[config.mk]
export PLATFORM = sky130hd
export DESIGN_NAME = tone_synth
export DESIGN_NICKNAME = d
export VERILOG_FILES = /design/src/rtl/tone_synth_pkg.sv /design/src/rtl/tone_synth_pwm_gate.sv /design/src/rtl/tone_synth.sv
export SDC_FILE = /design/constraint.sdc
export NUM_CORES = 1
export LEC_CHECK = 0
export CAP_MARGIN = 30
export CORE_MARGIN = 2
export CORE_UTILIZATION = 50
export CTS_CLUSTER_DIAMETER = 120
export DETAILED_ROUTE_END_ITERATION = 16
export PLACE_DENSITY = 0.73
export SLEW_MARGIN = 20
export SYNTH_ARGS = -nofsm -noshare
export SYNTH_HDL_FRONTEND = slang
export SYNTH_HIERARCHICAL = 1
export SYNTH_SLANG_ARGS = --single-unit
[constraint.sdc]
create_clock -name clk -period 7.3 [get_ports clk]
set_input_delay 0.73 -clock clk [delete_from_list [all_inputs] [get_ports clk]]
set_output_delay 0.73 -clock clk [all_outputs]
set_load 0.01 [all_outputs]
[src/rtl/tone_synth_pkg.sv]
// Shared types and constants for the tone synthesiser: phase enumeration,
// default widths and the volume-to-duty thresholds used by the PWM gate.
package tone_synth_pkg;

    localparam int TONE_W_DEF = 24;
    localparam int VOL_W_DEF  = 2;
    localparam int PWM_W      = 3;

    // Duty thresholds in eighths of the PWM period; the last one is a full square wave.
    localparam logic [PWM_W:0] PWM_THR_VOL0 = 4'd1;
    localparam logic [PWM_W:0] PWM_THR_VOL1 = 4'd2;
    localparam logic [PWM_W:0] PWM_THR_VOL2 = 4'd4;
    localparam logic [PWM_W:0] PWM_THR_VOL3 = 4'd8;

    typedef enum logic [1:0] {
        SILENT = 2'd0,
        HIGH   = 2'd1,
        LOW    = 2'd2
    } synth_state_e;

endpackage

[src/rtl/tone_synth_pwm_gate.sv]
// Volume gate: passes the high phase only while the free-running PWM count
// is below the duty threshold selected by volume.
module pwm_gate
    import tone_synth_pkg::*;
#(
    parameter int VOL_W = VOL_W_DEF
) (
    input  logic [VOL_W-1:0] volume,
    input  logic             high_phase,
    input  logic [PWM_W-1:0] pwm_cnt,
    output logic             gated
);

    logic [PWM_W:0] w_thr;

    always_comb begin
        w_thr = PWM_THR_VOL3;
        if (volume == VOL_W'(0)) begin
            w_thr = PWM_THR_VOL0;
        end else if (volume == VOL_W'(1)) begin
            w_thr = PWM_THR_VOL1;
        end else if (volume == VOL_W'(2)) begin
            w_thr = PWM_THR_VOL2;
        end
    end

    assign gated = high_phase && ({1'b0, pwm_cnt} < w_thr);

endmodule

[src/rtl/tone_synth.sv]
// Square-wave tone generator with glitch-free tone changes at half-period
// boundaries, a pending-tone buffer and a PWM volume gate.
//
// state  | meaning
// SILENT | no tone playing; waiting for a pending tone or re-enable
// HIGH   | high half-period of the square wave (PWM gated by volume)
// LOW    | low half-period; output held at 0
module tone_synth
    import tone_synth_pkg::*;
#(
    parameter int TONE_W = TONE_W_DEF,
    parameter int VOL_W  = VOL_W_DEF
) (
    input  logic              clk,
    input  logic              rst,
    input  logic [TONE_W-1:0] tone,
    input  logic              tone_valid,
    input  logic              enable,
    input  logic [VOL_W-1:0]  volume,
    output logic              wave_out,
    output logic [TONE_W-1:0] active_tone,
    output logic              note_edge,
    output logic              busy
);

    synth_state_e      r_state;
    logic [TONE_W-1:0] r_cnt;
    logic [PWM_W-1:0]  r_pwm_cnt;
    logic [TONE_W-1:0] r_pending;
    logic              r_pending_valid;
    logic [TONE_W-1:0] r_active_tone;
    logic              r_wave;
    logic              r_note_edge;

    synth_state_e      w_state_nx;
    logic [TONE_W-1:0] w_cnt_nx;
    logic [TONE_W-1:0] w_active_nx;
    logic [PWM_W-1:0]  w_pwm_nx;
    logic              w_apply;
    logic              w_pend_valid;
    logic [TONE_W-1:0] w_pend_tone;
    logic              w_boundary;
    logic              w_wave_nx;

    // A strobe in the same cycle as an application point is seen immediately.
    assign w_pend_valid = tone_valid | r_pending_valid;
    assign w_pend_tone  = tone_valid ? tone : r_pending;
    assign w_boundary   = (r_cnt == r_active_tone - TONE_W'(1));

    always_comb begin
        w_state_nx  = r_state;
        w_cnt_nx    = r_cnt;
        w_active_nx = r_active_tone;
        w_apply     = 1'b0;
        if (!enable) begin
            w_state_nx = SILENT;
            w_cnt_nx   = '0;
        end else begin
            case (r_state)
                SILENT: begin
                    w_cnt_nx = '0;
                    if (w_pend_valid) begin
                        w_apply     = 1'b1;
                        w_active_nx = w_pend_tone;
                        w_state_nx  = (w_pend_tone == '0) ? SILENT : HIGH;
                    end else if (r_active_tone != '0) begin
                        w_state_nx = HIGH;
                    end
                end
                HIGH, LOW: begin
                    if (w_boundary) begin
                        w_cnt_nx = '0;
                        if (w_pend_valid) begin
                            w_apply     = 1'b1;
                            w_active_nx = w_pend_tone;
                        end
                        if (w_pend_valid && (w_pend_tone == '0)) begin
                            w_state_nx = SILENT;
                        end else begin
                            w_state_nx = (r_state == HIGH) ? LOW : HIGH;
                        end
                    end else begin
                        w_cnt_nx = r_cnt + TONE_W'(1);
                    end
                end
                default: begin
                    w_state_nx = SILENT;
                    w_cnt_nx   = '0;
                end
            endcase
        end
    end

    // PWM restarts from 0 on the first cycle after leaving SILENT.
    assign w_pwm_nx = (r_state == SILENT) ? '0 : r_pwm_cnt + PWM_W'(1);

    pwm_gate #(
        .VOL_W (VOL_W)
    ) u_pwm_gate (
        .volume     (volume),
        .high_phase (w_state_nx == HIGH),
        .pwm_cnt    (w_pwm_nx),
        .gated      (w_wave_nx)
    );

    always_ff @(posedge clk or negedge rst) begin
        if (!rst) begin
            r_state         <= SILENT;
            r_cnt           <= '0;
            r_pwm_cnt       <= '0;
            r_pending       <= '0;
            r_pending_valid <= 1'b0;
            r_active_tone   <= '0;
            r_wave          <= 1'b0;
            r_note_edge     <= 1'b0;
        end else begin
            r_state         <= w_state_nx;
            r_cnt           <= w_cnt_nx;
            r_pwm_cnt       <= w_pwm_nx;
            r_pending       <= w_pend_tone;
            r_pending_valid <= w_apply ? 1'b0 : w_pend_valid;
            r_active_tone   <= w_active_nx;
            r_wave          <= w_wave_nx;
            r_note_edge     <= w_apply;
        end
    end

    assign wave_out    = r_wave;
    assign active_tone = r_active_tone;
    assign note_edge   = r_note_edge;
    assign busy        = r_pending_valid;

endmodule
==> flow_summary_export.csv <==
group,metric,value,unit
yosys,synthFlopType,"dfrtp_1",
clocking,cts.sink_count,80,
timing,transition_time_at_the_pin_with_the_least_slew_margin,0.664,ns
detailed_routing,route.vias.total,3364,
timing,finalHoldWorstSlack,0.276,ns
worst_setup_path,setup_crit_path_kind,"reg2reg",
yosys,part_of_the_yosys_area_used_for_sequential_elements,44.9,%
global_routing,antenna_found_initial,0,
worst_setup_path,critPathMaxFanout,24,
final_layout,final.fill_count,741,
clocking,clkLatencyLatePin,0.36,ns
timing,period_needed,3.90,ns
detailed_routing,detailedRoute.firstPassIterationCount,5,
floorplanning,ios,57,
timing,finalClockSkew,0.0109,ns
clocking,cts_resized,0,
detailed_routing,routed_wire_length_per_instance,18.5,um
final_layout,final_layout_size_suffix_gt1_share,16.2,%
final_layout,antenna_cells_inserted,0,
global_routing,grt.overflow.total,0,
final_layout,multi_input_comb_area,2330,um^2
floorplanning,initial_utilization,51.4,%
clocking,count_of_h_tree_levels_built_during_cts,3,
clocking,path_clk_slew,0.09,ns
timing,finalSetupViolations,0,
placed_design,buffer_ports.inserted,56,
detailed_routing,route.detailed.vias_per_inst,5.77,
worst_setup_path,setup.worst_path.start_class,"flip-flop",
timing,final_hold_viol_count,0,
flow_run,maxCapViolCount,0,
clocking,cts_hold_buf,0,
floorplanning,chipHeight,98.5,um
power_and_ir_drop,powerDensity,337,nW/um^2
worst_setup_path,cp_data_arrival_time,4.14,ns
yosys,synth-edff-count,0,
final_layout,final_nets,508,
worst_setup_path,worstSetupEndpointType,"flip-flop",
clocking,clk_path_buf_depth,2,
yosys,synth_async_reset_ratio,100,%
final_layout,layout.cells.most_common,"dfrtp_1",
yosys,netlist_area,4460,um^2
timing,slew_headroom,55.4,%
timing,setup_repair_after_global_routing_missed_its_margin,"no",
yosys,yosys_register_bits,80,
global_routing,pin_count_of_the_biggest_net_entering_global_routing,58,
timing,final.period_utilization,53.4,%
status,result_of_the_run,"finished clean",
yosys,count_of_different_cell_masters_after_synthesis,56,
yosys,ys.warnings.count,6,
placed_design,gp_congestion,0.863,
floorplanning,coreArea,8680,um^2
worst_setup_path,critical_path.reg2reg.endpoint,"active_tone[10]",
final_layout,p_r_area_growth_vs_syn,19.2,%
timing,timing.final.max_slew_violations,0,
global_routing,first_global_vias,3423,
clocking,tritoncts,"built",
power_and_ir_drop,power.ir.vdd_worst,0.217,mV
placed_design,hpwl,7990,um
floorplanning,area_enclosed_by_the_die_boundary,9700,um^2
floorplanning,die-width,98.5,um
yosys,syn-mean-instance-area,10.8,um^2
global_routing,grt_usage,23.3,%
final_layout,most-common-layout-cells,"dfrtp_1 (80), clkdlybuf4s50_1 (55), nor2_1 (49)",
clocking,cts_buffers,9,
detailed_routing,detail-route-antenna-nets,0,
detailed_routing,post-route-drc-count,0,
yosys,mappedNetlistNets,451,
detailed_routing,postRouteWirelength,10800,um
worst_setup_path,ff2ff_setup_slack,3.40,ns
worst_setup_path,ff2ff_path_depth,10,
yosys,syn-instance-count,413,
floorplanning,fp-row-count,34,
final_layout,area.sequential,2000,um^2
worst_setup_path,worstReg2RegStart,"active_tone[7]",
min_path,worst_hold_path_type,"in2async",
detailed_routing,drt_iter0_markers,147,
timing,maxClockFrequency,257,MHz
global_routing,grt_pass1_wl,17800,um
worst_setup_path,worstPathRequired,7.54,ns
timing,post_route_setup_tns,0,ns
clocking,postCtsSetupBuffers,0,
power_and_ir_drop,power.leakage,0.00217,uW
clocking,cts_root_buffer,"clkbuf_8",
==> worst max-delay path, stage by stage, from the launching register on <==
cell and delay [ns]:
dfrtp_1 0.48, or3_1 0.56, or4_4 0.57, nor4_2 0.37, xnor2_1 0.13, nor3_2 0.26
nand4_2 0.19, or3b_1 0.43, a21o_1 0.17, buf_4 0.26, mux2_4 0.35
==> sequential cells by signal, indices dropped and copies added, names as in the netlist <==
register,count
active_tone,24
r_cnt,24
r_pending,24
r_pwm_cnt,3
r_state,2
busy,1
note_edge,1
wave_out,1
==> worst max-delay path by stage <==
stage	start	end	slack, ns	cells after the start
floorplan	active_tone[7]	active_tone[10]	3.79	12
global placement	active_tone[7]	active_tone[4]	3.47	10
detailed placement	active_tone[7]	active_tone[4]	3.43	10
CTS	active_tone[7]	active_tone[4]	3.42	10
global route	active_tone[2]	active_tone[4]	3.17	10
finish	active_tone[7]	active_tone[10]	3.40	10
==> logic make-up (layout without fill, tap and decap cells) <==
family / Yosys count / after routing / share of synthesized area, %
compound gates: 41 / 41 / 6.11
xor+xnor: 55 / 55 / 10.8
fa+ha+maj: 8 / 8 / 2.24
buf+inv: 23 / 85 / 3.00
flops: 80 / 80 / 44.9
mux: 50 / 50 / 14.2
simple gates: 156 / 156 / 18.7
==> per-stage QoR <==
| step | instances | power [uW] | instance area (um^2) | setup slack (ns) | util, % |
|---|---|---|---|---|---|
| floorplan | 413 | 1150 | 4460 | 3.79 | - |
| global placement | 566 | 1420 | 5080 | 3.47 | 58.5 |
| detailed placement | 567 | 1440 | 5100 | 3.43 | 58.8 |
| CTS | 583 | 1800 | 5320 | 3.42 | 61.3 |
| global route | 583 | 1890 | 5320 | 3.17 | 61.3 |
| finish | 583 | 1790 | 5320 | 3.40 | 61.3 |
==> synth_stat cells, types with 2 or more instances <==
cell type	number	area (um^2)
mux2_4	20	300
buf_6	2	22.5
o22ai_1	2	12.5
o31ai_1	2	15.0
a31oi_1	3	18.8
xor2_1	23	201
nor4_1	10	62.6
mux2_2	28	315
o21ai_0	7	35.0
inv_1	9	33.8
nand3_1	15	75.1
or2b_1	2	15.0
nor4b_1	2	17.5
or3_2	2	15.0
or4_1	4	30.0
nor4_2	2	25.0
o211ai_1	2	15.0
xnor2_1	32	280
and3_1	8	50.1
nor2_1	49	184
nand2_1	20	75.1
mux2i_1	2	20.0
buf_12	2	40.0
nor2b_1	5	31.3
a2bb2oi_1	2	17.5
nand4_1	2	12.5
nor3_1	11	55.1
nand3b_1	3	22.5
or3b_1	2	17.5
or3_1	4	25.0
ha_1	8	100
nand2b_1	4	25.0
clkbuf_1	9	33.8
nand4b_1	4	35.0
a21oi_1	11	55.1
dfrtp_1	80	2000
==> per-layer routing <==
metal / GRT usage, % / part of all wire (%) / vias to the layer above
met5: 0 / 0 / -
met1: 31.8 / 45 / 1676
met3: 2.98 / 3.7 / 18
li1: - / - / 1578
met4: 7.69 / 2.2 / 0
met2: 39.0 / 49 / 92
==> final cells by class <==
cell class	instances	share of cell area [%]
multi-input cells	310	43.7
flip-flops and latches	80	37.6
repair buffers	60	11.4
clock buffers	10	2.59
well taps	108	2.54
clock inverters	6	1.41
inverters	9	0.635
==> where the power goes <==
part	switching (uW)	total (uW)	internal, uW
Clock	180	353	173
Sequential	174	713	539
Combinational	313	724	411
Total	667	1790	1120
(Power assumes the default switching activity.)
